===== src/rtl/fmdll_mode_seq_if.sv =====
// fmdll_mode_seq_if: configuration request handshake between the mode requester and the sequencer
interface fmdll_mode_seq_if #(parameter int DIV_W = 4);
    logic             valid;
    logic             m;
    logic [DIV_W-1:0] div;
    logic             ready;
    modport master (output valid, output m, output div, input ready);
    modport slave (input valid, input m, input div, output ready);
endinterface


===== src/rtl/fmdll_mode_seq.sv =====
// fmdll_mode_seq: M / DIV_M sequencer that swaps config only on a period boundary, then settles
module fmdll_mode_seq #(
    parameter int DIV_W  = 4,
    parameter int SETTLE = 8
) (
    input  logic             clk,
    input  logic             rst,
    fmdll_mode_seq_if.slave  cfg,
    output logic             M,
    output logic             DIV_M,
    output logic [DIV_W-1:0] cur_div,
    output logic             busy
);
    localparam int SW = SETTLE > 1 ? $clog2(SETTLE) : 1;
    typedef enum logic [1:0] {ST_RUN, ST_DRAIN, ST_SETTLE} state_t;
    state_t           state, state_n;
    logic             m_n, pend_m, pend_m_n, div_m_n, wrap;
    logic [DIV_W-1:0] div_n, pend_div, pend_div_n, cnt, cnt_n;
    logic [SW-1:0]    scnt, scnt_n;
    assign cfg.ready = state == ST_RUN;
    assign busy      = state != ST_RUN;
    always_ff @(posedge clk) begin
        if (rst) begin
            state    <= ST_SETTLE;
            M        <= 1'b1;
            cur_div  <= DIV_W'(2);
            cnt      <= '0;
            scnt     <= '0;
            DIV_M    <= 1'b0;
            pend_m   <= 1'b1;
            pend_div <= DIV_W'(2);
        end else begin
            state    <= state_n;
            M        <= m_n;
            cur_div  <= div_n;
            cnt      <= cnt_n;
            scnt     <= scnt_n;
            DIV_M    <= div_m_n;
            pend_m   <= pend_m_n;
            pend_div <= pend_div_n;
        end
    end
    always_comb begin
        state_n    = state;
        m_n        = M;
        div_n      = cur_div;
        cnt_n      = cnt;
        scnt_n     = scnt;
        pend_m_n   = pend_m;
        pend_div_n = pend_div;
        wrap       = cnt == cur_div - DIV_W'(1);
        if (state == ST_SETTLE) begin
            if (scnt == SW'(SETTLE - 1)) state_n = ST_RUN;
            else scnt_n = scnt + SW'(1);
        end else begin
            cnt_n = wrap ? '0 : cnt + DIV_W'(1);
            if (state == ST_RUN && cfg.valid) begin
                pend_m_n   = cfg.m;
                pend_div_n = cfg.div < DIV_W'(2) ? DIV_W'(2) : cfg.div;
                state_n    = ST_DRAIN;
            end
            // direct mode has no pulse to wait for, so it drains in one cycle
            if (state == ST_DRAIN && (M || wrap)) begin
                m_n     = pend_m;
                div_n   = pend_div;
                cnt_n   = '0;
                scnt_n  = '0;
                state_n = ST_SETTLE;
            end
        end
        // pulse flop looks ahead at next-cycle count so DIV_M lines up with cnt==N-1
        div_m_n = state_n != ST_SETTLE && !m_n && cnt_n == div_n - DIV_W'(1);
    end
endmodule


===== src/flat_wrapper.sv =====
// flat-port wrapper written by rule: the top's interface ports become plain ports
module fmdll_mode_seq_flat 
#(
    parameter int DIV_W  = 4,
    parameter int SETTLE = 8
)
  (clk, rst, M, DIV_M, cur_div, busy, cfg_valid, cfg_m, cfg_div, cfg_ready);
  fmdll_mode_seq_if #(.DIV_W(DIV_W)) cfg_i ();
  input  logic clk;
  input  logic rst;
  output logic M;
  output logic DIV_M;
  output logic [DIV_W-1:0] cur_div;
  output logic busy;
  input wire logic [$bits(cfg_i.valid)-1:0] cfg_valid;
  input wire logic [$bits(cfg_i.m)-1:0] cfg_m;
  input wire logic [$bits(cfg_i.div)-1:0] cfg_div;
  output wire logic [$bits(cfg_i.ready)-1:0] cfg_ready;
  assign cfg_i.valid = cfg_valid;
  assign cfg_i.m = cfg_m;
  assign cfg_i.div = cfg_div;
  assign cfg_ready = cfg_i.ready;
  fmdll_mode_seq #(.DIV_W(DIV_W), .SETTLE(SETTLE)) u_core (.clk(clk), .rst(rst), .cfg(cfg_i), .M(M), .DIV_M(DIV_M), .cur_div(cur_div), .busy(busy));
endmodule

===== config.mk =====
export PLATFORM = sky130hd
export DESIGN_NAME = fmdll_mode_seq_flat
export DESIGN_NICKNAME = d
export VERILOG_FILES = /design/src/rtl/fmdll_mode_seq_if.sv /design/src/rtl/fmdll_mode_seq.sv /design/src/flat_wrapper.sv
export SDC_FILE = /design/constraint.sdc
export NUM_CORES = 1
export LEC_CHECK = 0
export ABC_AREA = 1
export ABC_CLOCK_PERIOD_IN_PS = 3200
export CELL_PAD_IN_SITES_DETAIL_PLACEMENT = 1
export CELL_PAD_IN_SITES_GLOBAL_PLACEMENT = 1
export CORE_MARGIN = 3
export CORE_UTILIZATION = 37
export DETAILED_ROUTE_END_ITERATION = 10
export GPL_TIMING_DRIVEN = 0
export HOLD_SLACK_MARGIN = 0.03
export PLACE_DENSITY = 0.73
export SLEW_MARGIN = 20
export SYNTH_ARGS = -nofsm -noshare
export SYNTH_HDL_FRONTEND = slang
export SYNTH_SLANG_ARGS = --single-unit

===== constraint.sdc =====
create_clock -name clk -period 3.2 [get_ports clk]
set_input_delay 0.64 -clock clk [delete_from_list [all_inputs] [get_ports clk]]
set_output_delay 0.64 -clock clk [all_outputs]
set_load 0.005 [all_outputs]

==> results of run 1 <==
==> area by class of cell <==
class,instances,area [um^2]
Inverter,26,97.6
Buffer,2,15.0
Multi-Input combinational cell,123,621
Fill cell,390,1470
Sequential cell,20,400
Timing Repair Buffer,15,150
Clock buffer,4,36.3
Tap cell,31,38.8
==> per-layer routing <==
metal  vias to the layer above  global-route usage, %  share of wire (%)
met2                        19                   30.2                 48
li1                        578                      -                  -
met5                         -                      0                  0
met3                         6                   2.52                3.3
met4                         0                   6.36                1.5
met1                       528                   22.8                 47
==> kinds of logic (layout without fill, tap and decap cells) <==
| kind of cell | Yosys count | in the layout | share of synthesized area, % |
|---|---|---|---|
| simple gates | 91 | 91 | 35.0 |
| flops | 20 | 20 | 35.3 |
| compound gates | 23 | 23 | 11.1 |
| xor+xnor | 4 | 4 | 3.09 |
| buf+inv | 28 | 47 | 9.93 |
| fa+ha+maj | 5 | 5 | 5.52 |
==> worst max path at each step <==
stage,to,slack [ns],cells past startpoint
4_1_cts,u_core.DIV_M,0.45,17
2_1_floorplan,u_core.DIV_M,0.94,17
3_3_place_gp,u_core.DIV_M,0.59,17
5_1_grt,u_core.DIV_M,0.20,17
3_5_place_dp,u_core.DIV_M,0.49,17
6_report,u_core.DIV_M,0.47,17
==> cell usage after synthesis (2+ instances only) <==
cell / instances
nand3_1: 17
xor2_1: 2
o21ai_1: 2
nor2_1: 22
nand2_4: 2
a21oi_1: 8
nand3b_1: 2
xnor2_1: 2
ha_1: 5
nand2_2: 2
dfxtp_1: 20
inv_1: 26
o21ai_0: 9
nand2_1: 45
==> power by group through the flow <==
stage / Combinational, mW / Clock, mW / Sequential (mW)
after floorplan: 0.0436 / 0 / 0.274
after global placement: 0.0653 / 0 / 0.275
after detailed placement: 0.0694 / 0 / 0.276
after CTS: 0.0697 / 0.158 / 0.271
after global routing: 0.0801 / 0.168 / 0.272
final: 0.0689 / 0.152 / 0.270
==> cells in the final DEF (no fill, tap or decap), types with 2 or more instances in the layout <==
| cell type | n |
|---|---|
| nor2_1 | 22 |
| o21ai_0 | 9 |
| o21ai_1 | 2 |
| xnor2_1 | 2 |
| clkdlybuf4s50_1 | 15 |
| ha_1 | 5 |
| clkbuf_4 | 3 |
| nand2_2 | 2 |
| nand2_1 | 45 |
| xor2_1 | 2 |
| nand3b_1 | 2 |
| a21oi_1 | 8 |
| nand3_1 | 17 |
| inv_1 | 26 |
| nand2_4 | 2 |
| dfxtp_1 | 20 |
==> state kept, by name (all words and copies together) (netlist names) <==
signal,cells
u_core.pend_div,4
u_core.scnt,3
u_core.M,1
u_core.cnt,4
u_core.cur_div,4
u_core.state,2
u_core.DIV_M,1
u_core.pend_m,1
==> worst min-delay path: stages, from the launching register on <==
cell and delay, ns:
dfxtp_1 0.33, nand2_1 0.06, a21oi_1 0.05
==> results.yml, run 1 <==
drt:
  antenna_left: 0
  vias: 1131
  drc: 0
  first_pass_iters: 4
  wirelength_mm: 2.94
  viasPerCell: 5.12
  wire_per_inst_um: 13.3
  drt_iter0_markers: 23
sta:
  tightest_slew_ns: 0.518
  post-route-min-period_ns: 2.73
  whs_ns: 0.476
  fin_ws_ns: 0.466
  rsz0062_at_grt: "false"
  timing.final.crit_share_pct: 85.4
  clock_skew_ns: 0.0107
  clock.fmax_ghz: 0.366
  finalSetupTns_ns: 0
  finalSetupViolations: 0
  max-slew-margin-rel_pct: 65.4
  slew_viol_final: 0
  hold_viol: 0
die:
  num_rows: 19
  die-area_mm2: 0.00376
  core_area_mm2: 0.00283
  die_x_um: 61.4
  num_io_pins: 16
  die_h_um: 61.4
  start_util_pct: 40.1
power_and_ir_drop:
  intPower_uw: 361
  sw_frac_of_total_pct: 26.5
  peakVddDrop_v: 0.000213
  powerDensity_mw_per_mm2: 362
  clock_power_share_pct: 31.0
  p_switching_uw: 130
  power_frac_seq_pct: 55.0
  finalPower_uw: 491
  total_leakage_power_nw: 0.639
  pwr-share-comb_pct: 14.0
clock_network:
  cts_buffer_depth: 2
  cts.htree.levels: 1
  cts_tree: "built"
  insertion_delay_ns: 0.30
  post_cts_resized: 0
  cts_root_buffer: "clkbuf_4"
  cts.clk_slew.worst_paths_ns: 0.13
  ctsHoldBuffers: 0
  cts_setup_buffers: 0
  clkSinkCount: 20
  cts_buffers: 3
global_routing:
  grt-ovfl-total: 0
  grt_first_pass_wirelength_mm: 5.02
  first_global_vias: 1140
  grt_max_degree: 12
  grtUsageTotal_pct: 17.7
  antenna_found_initial: 0
final_layout:
  instances_no_fill: 221
  fin_util_pct: 48.0
  drive_gt1_share_pct: 5.26
  n_antenna_cell: 0
  final_cell_area_mm2: 0.00136
  area_delta_synth_final_pct: 19.9
  nets: 204
worst_setup_path:
  reg2reg_slack_ns: 0.47
  r2r_cells: 17
  crit_top_cell: "nor2_1"
  slowest_delay_ns: 0.46
  cp_max_fo: 10
  worstSetupStartpoint: "u_core.cur_div[0]"
  crit_required_ns: 3.46
  r2r-end: "u_core.DIV_M"
  crit_type: "register to register"
  worstPathCellList: "inv_1 -> ha_1 -> xnor2_1 -> nor2_1 -> nand3_2 -> nand2_4 -> nand2_4 -> buf_6 -> nand2_1 -> o21ai_1 -> ha_1 -> inv_1 -> nand3_1 -> nand3_1 -> nor2_1 -> nand2_1 -> nor2_1"
  cp_top_family: "simple AND/OR/NAND/NOR gates"
  crit_buf_inv: 3
  cp-start-kind: "register"
  rr_startpoint: "u_core.cur_div[0]"
  worst_ep_arrival_time_ns: 2.99
  worst_setup_path_end_kind: "register"
  crit_path_top_delay_cell: "dfxtp_1"
placement:
  gp_congestion: 0.828
  hpwl_mm: 2.34
  dpl_worst_slack_ns: 0.493
  placed_cell_area_mm2: 0.00132
  post-place-cells: 217
  io_buffer_count: 15
synthesis:
  ys.flop_type: "dfxtp_1"
  syn_avg_cell_area_um2: 6.63
  synthCells: 171
  synth_area_mm2: 0.00113
  synth-seq-area-share_pct: 35.3
  yosys_warnings: 0
  synth_cell_type_count: 21
  synth.area.top_cells: "dfxtp_1 35%, nand2_1 15%, inv_1 8.6%, nand3_1 7.5%, nor2_1 7.3%"
  synth_top_area_share_pct: 35.3
  syn-num-nets: 184
  synth_edf_count: 0
  yosys.area.top_type: "dfxtp_1"
  ys_ff_latch: 20
  async_flop_share_pct: 0
min_path:
  hold_path.class: "register to register"
  hp-start: "u_core.scnt[1]"
  hold_path_depth: 2
  hold_end: "u_core.scnt[1]"
run_status:
  status: "completed"
flow_run:
  drv_cap: 0
(Power assumes the default switching activity.)
==> inputs of run 2 (changes only) <==
--- a/config.mk
+++ b/config.mk
@@ -9,6 +9,7 @@
 export ABC_CLOCK_PERIOD_IN_PS = 3200
 export CELL_PAD_IN_SITES_DETAIL_PLACEMENT = 1
 export CELL_PAD_IN_SITES_GLOBAL_PLACEMENT = 1
+export CORE_ASPECT_RATIO = 1.75
 export CORE_MARGIN = 3
 export CORE_UTILIZATION = 37
 export DETAILED_ROUTE_END_ITERATION = 10
==> results.yml, run 2 (synthesized netlist as in run 1, its figures left out) <==
drt:
  first_pass_iters: 4
  wl_met3_um: 66
  vias: 1124
  wire_per_inst_um: 14.0
  dr.max_layer_used: "met4"
  drc: 0
  drt_iter0_markers: 14
  wl_met1_mm: 1.14
  route.met2.wl_mm: 1.79
  wirelength_mm: 3.05
  viasPerCell: 5.16
  antenna_left: 0
final_layout:
  seq_area_um2: 400
  final_common_cell: "nand2_1"
  layout_common_cells: "45 x nand2_1, 26 x inv_1, 22 x nor2_1, 20 x dfxtp_1, 17 x nand3_1"
  area_delta_synth_final_pct: 21.2
  multi_input_area_um2: 621
  reg_top3: "u_core.cnt x4, u_core.cur_div x4, u_core.pend_div x4"
  drive_gt1_share_pct: 5.26
  n_antenna_cell: 0
  fin_util_pct: 46.9
  fill_cells: 378
  nets: 204
clock_network:
  clkSinkCount: 20
  insertion_delay_ns: 0.27
  post_cts_resized: 0
  cts_root_buffer: "clkbuf_8"
  cts_buffer_depth: 2
  cts_tree: "built"
  cts_buffers: 3
  cts.clk_slew.worst_paths_ns: 0.08
  ctsHoldBuffers: 0
  cts_setup_buffers: 0
  cts.htree.levels: 1
placement:
  hpwl_mm: 2.51
  io_buffer_count: 15
  dpl_worst_slack_ns: 0.500
  gp_congestion: 0.739
die:
  num_rows: 26
  die-area_mm2: 0.00379
  die_h_um: 79.2
  start_util_pct: 38.7
  num_io_pins: 16
  die_x_um: 47.8
  core_area_mm2: 0.00293
flow_run:
  drv_cap: 0
sta:
  max-slew-margin-rel_pct: 62.6
  clock_skew_ns: 0.00769
  hold_viol: 0
  finalSetupViolations: 0
  finalSetupTns_ns: 0
  fin_ws_ns: 0.507
  tightest_slew_ns: 0.561
  rsz0062_at_grt: "false"
  clock.fmax_ghz: 0.371
  post-route-min-period_ns: 2.69
  slew_viol_final: 0
  timing.final.crit_share_pct: 84.2
power_and_ir_drop:
  powerDensity_mw_per_mm2: 391
  peakVddDrop_v: 0.000262
  finalPower_uw: 537
  total_leakage_power_nw: 0.647
worst_setup_path:
  worst_ep_arrival_time_ns: 2.89
  cp_max_fo: 10
  cp-start-kind: "register"
  crit_required_ns: 3.40
  slowest_delay_ns: 0.46
  worst_setup_path_end_kind: "register"
  rr_startpoint: "u_core.cur_div[0]"
  r2r_cells: 17
  r2r-end: "u_core.DIV_M"
  crit_top_cell: "nor2_1"
  reg2reg_slack_ns: 0.51
  crit_path_top_delay_cell: "dfxtp_1"
  worstPathCellList: "inv_1 -> ha_1 -> xnor2_1 -> nor2_1 -> nand3_2 -> nand2_4 -> nand2_4 -> buf_6 -> nand2_1 -> o21ai_1 -> ha_1 -> inv_1 -> nand3_1 -> nand3_1 -> nor2_1 -> nand2_1 -> nor2_1"
  crit_type: "register to register"
min_path:
  hold_end: "u_core.scnt[0]"
  hold_path.class: "register to register"
  hp-start: "u_core.scnt[0]"
  hold_path_depth: 1
global_routing:
  grt_max_degree: 12
  grtUsageTotal_pct: 18.6
  grt-ovfl-total: 0
  first_global_vias: 1176
  grt_first_pass_wirelength_mm: 5.04
  antenna_found_initial: 0
run_status:
  status: "completed"
-- run 2: per-stage QoR --
stage | hold slack [ns] | instances | cell area (um^2)
final | 0.469 | 218 | 1370
after global routing | 0.487 | 218 | 1370
after CTS | 0.471 | 218 | 1370
after detailed placement | 0.460 | 214 | 1320
after global placement | 0.444 | 214 | 1320
after floorplan | 0.432 | 171 | 1130
-- run 2: final cells by class --
type | instances | area share, %
inverters | 26 | 7.10
flip-flops and latches | 20 | 29.1
clock buffers | 4 | 4.01
multi-input cells | 123 | 45.2
repair buffers | 15 | 10.9
well taps | 28 | 2.55
plain buffers | 2 | 1.09
-- run 2: worst max path at each step --
| stage | to | depth (start not counted) | start |
|---|---|---|---|
| 2_1_floorplan | u_core.DIV_M | 17 | u_core.cur_div[0] |
| 3_3_place_gp | u_core.DIV_M | 17 | u_core.cur_div[0] |
| 3_5_place_dp | u_core.DIV_M | 17 | u_core.cur_div[0] |
| 4_1_cts | u_core.DIV_M | 17 | u_core.cur_div[0] |
| 5_1_grt | u_core.DIV_M | 20 | u_core.cur_div[0] |
| 6_report | u_core.DIV_M | 17 | u_core.cur_div[0] |
-- run 2: report_power, final --
group / switching (mW) / internal, mW
clock: 0.0876 / 0.110
sequential: 0.00902 / 0.261
combinational: 0.0391 / 0.0304
-- run 2: critical path: cells and delay by family (launching register included) --
| kind | cells | cell delay [ns] |
|---|---|---|
| AO/OA/AOI/OAI | 1 | 0.11 |
| XOR/XNOR | 1 | 0.13 |
| AND/OR/NAND/NOR | 10 | 0.96 |
| buffers and inverters | 3 | 0.33 |
| flip-flops | 1 | 0.46 |
| adder cells (fa/ha/maj) | 2 | 0.65 |
-- run 2: metal layers --
layer / up-vias / track usage [%]
met5: - / 0
met4: 0 / 7.28
met3: 5 / 2.27
met2: 18 / 36.2
met1: 523 / 17.4
li1: 578 / -
==> inputs of run 3 (changes only) <==
--- a/config.mk
+++ b/config.mk
@@ -6,7 +6,7 @@
 export NUM_CORES = 1
 export LEC_CHECK = 0
 export ABC_AREA = 1
-export ABC_CLOCK_PERIOD_IN_PS = 3200
+export ABC_CLOCK_PERIOD_IN_PS = 2730
 export CELL_PAD_IN_SITES_DETAIL_PLACEMENT = 1
 export CELL_PAD_IN_SITES_GLOBAL_PLACEMENT = 1
 export CORE_ASPECT_RATIO = 1.75
==> constraint.sdc (replaced) <==
create_clock -name clk -period 2.73 [get_ports clk]
set_input_delay 0.546 -clock clk [delete_from_list [all_inputs] [get_ports clk]]
set_output_delay 0.546 -clock clk [all_outputs]
set_load 0.005 [all_outputs]
==> results.yml, run 3 (synthesized netlist as in run 1, its figures left out) <==
run_status:
  status: "completed"
sta:
  tightest_slew_ns: 0.555
  clock.fmax_ghz: 0.390
  whs_ns: 0.467
  max-slew-margin-rel_pct: 63.0
  clock_skew_ns: 0.00811
  finalSetupTns_ns: 0
  hold_viol: 0
  post-route-min-period_ns: 2.56
  finalSetupViolations: 0
  slew_viol_final: 0
  timing.final.crit_share_pct: 93.9
power_and_ir_drop:
  pwr-share-comb_pct: 13.2
  clock_power_share_pct: 36.7
  peakVddDrop_v: 0.000308
  sw_frac_of_total_pct: 25.3
  powerDensity_mw_per_mm2: 451
  p_switching_uw: 159
  intPower_uw: 470
  total_leakage_power_nw: 0.656
  power_frac_seq_pct: 50.2
final_layout:
  fin_util_pct: 47.6
  reg_top3: "u_core.cnt x4, u_core.cur_div x4, u_core.pend_div x4"
  n_antenna_cell: 0
  layout_common_cells: "44 x nand2_1, 26 x inv_1, 22 x nor2_1, 19 x dfxtp_1, 17 x nand3_1"
  nets: 205
  area_delta_synth_final_pct: 23.1
  final_common_cell: "nand2_1"
  instances_no_fill: 219
  drive_gt1_share_pct: 6.81
clock_network:
  cts.clk_slew.worst_paths_ns: 0.08
  clkSinkCount: 20
  cts_buffer_depth: 2
  cts_root_buffer: "clkbuf_8"
  cts_buffers: 3
  cts.htree.levels: 1
  insertion_delay_ns: 0.27
  ctsHoldBuffers: 0
  cts_tree: "built"
worst_setup_path:
  worst_setup_path_end_kind: "register"
  cp_top_family: "simple AND/OR/NAND/NOR gates"
  worstPathCellList: "inv_1 -> ha_1 -> xnor2_1 -> nor2_1 -> nand3_4 -> nand2_4 -> nand2_4 -> buf_6 -> nand2_1 -> o21ai_1 -> ha_1 -> inv_1 -> nand3_1 -> nand3_1 -> nor2_1 -> nand2_1 -> nor2_1"
  crit_type: "register to register"
  crit_path_top_delay_cell: "dfxtp_4"
  crit_required_ns: 2.93
  worst_ep_arrival_time_ns: 2.76
  slowest_delay_ns: 0.36
  crit_buf_inv: 3
  crit_top_cell: "nor2_1"
  cp-start-kind: "register"
  cp_max_fo: 10
die:
  num_io_pins: 16
  die_h_um: 79.2
  die_x_um: 47.8
  core_area_mm2: 0.00293
  start_util_pct: 38.7
  num_rows: 26
  die-area_mm2: 0.00379
drt:
  drt_iter0_markers: 18
  viasPerCell: 5.12
  drc: 0
  wire_per_inst_um: 14.0
  wirelength_mm: 3.06
  antenna_left: 0
  vias: 1122
  first_pass_iters: 4
placement:
  io_buffer_count: 15
  hpwl_mm: 2.51
  post-place-cells: 214
  gp_congestion: 0.739
global_routing:
  grt_max_degree: 12
  first_global_vias: 1176
  grt-ovfl-total: 0
  grt_first_pass_wirelength_mm: 5.04
  antenna_found_initial: 0
  grtUsageTotal_pct: 18.6
min_path:
  hold_path.class: "register to register"
flow_run:
  drv_cap: 0
[run 3: layer usage]
| metal | vias up | global-route usage (%) | wire (um) |
|---|---|---|---|
| li1 | 580 | - | - |
| met1 | 519 | 17.4 | 1140 |
| met2 | 18 | 36.2 | 1790 |
| met3 | 5 | 2.27 | 66 |
| met4 | 0 | 7.28 | 61 |
| met5 | - | 0 | 0 |
[run 3: what timing repair did]
item                                    CTS  global route
gates resized for setup                   0             4
buffers inserted                          0             1
endpoints found under the setup margin    0             1
[run 3: area by class of cell]
| cell class | instances | area [um^2] |
|---|---|---|
| Clock buffer | 4 | 55.1 |
| Sequential cell | 20 | 404 |
| Tap cell | 28 | 35.0 |
| Inverter | 26 | 97.6 |
| Timing Repair Buffer | 16 | 158 |
| Multi-Input combinational cell | 123 | 631 |
| Fill cell | 373 | 1530 |
| Buffer | 2 | 15.0 |
[run 3: per-stage QoR]
| step | instance area, um^2 | total power, mW | setup slack (ns) |
|---|---|---|---|
| 2_1_floorplan | 1130 | 0.372 | 0.466 |
| 3_3_place_gp | 1320 | 0.400 | 0.137 |
| 4_1_cts | 1370 | 0.635 | 0.00161 |
| 5_1_grt | 1400 | 0.658 | -0.00999 |
| 6_report | 1400 | 0.629 | 0.166 |
| 3_5_place_dp | 1320 | 0.406 | 0.0300 |
[run 3: power by group through the flow]
stage               clock network (mW)  registers [mW]  logic [mW]
global placement                     0           0.322      0.0778
floorplan                            0           0.321      0.0511
finish                           0.231           0.316      0.0829
detailed placement                   0           0.324      0.0826
CTS                              0.235           0.317      0.0831
global route                     0.246           0.318      0.0944
[run 3: worst paths after layout]
check               startpoint             end  slack [ns]  depth (start not counted)
max reg2reg  u_core.cur_div[0]    u_core.DIV_M        0.17                         17
min reg2reg     u_core.scnt[0]  u_core.scnt[0]        0.47                          1
min             u_core.scnt[0]  u_core.scnt[0]        0.47                          1
max          u_core.cur_div[0]    u_core.DIV_M        0.17                         17
[run 3: worst register-to-register path, cell delays in order (launching register included)]
cell,delay (ns)
dfxtp_4,0.36
inv_1,0.07
ha_1,0.32
xnor2_1,0.13
nor2_1,0.18
nand3_4,0.13
nand2_4,0.13
nand2_4,0.05
buf_6,0.16
nand2_1,0.07
o21ai_1,0.11
ha_1,0.33
inv_1,0.05
nand3_1,0.07
nand3_1,0.08
nor2_1,0.10
nand2_1,0.08
nor2_1,0.10
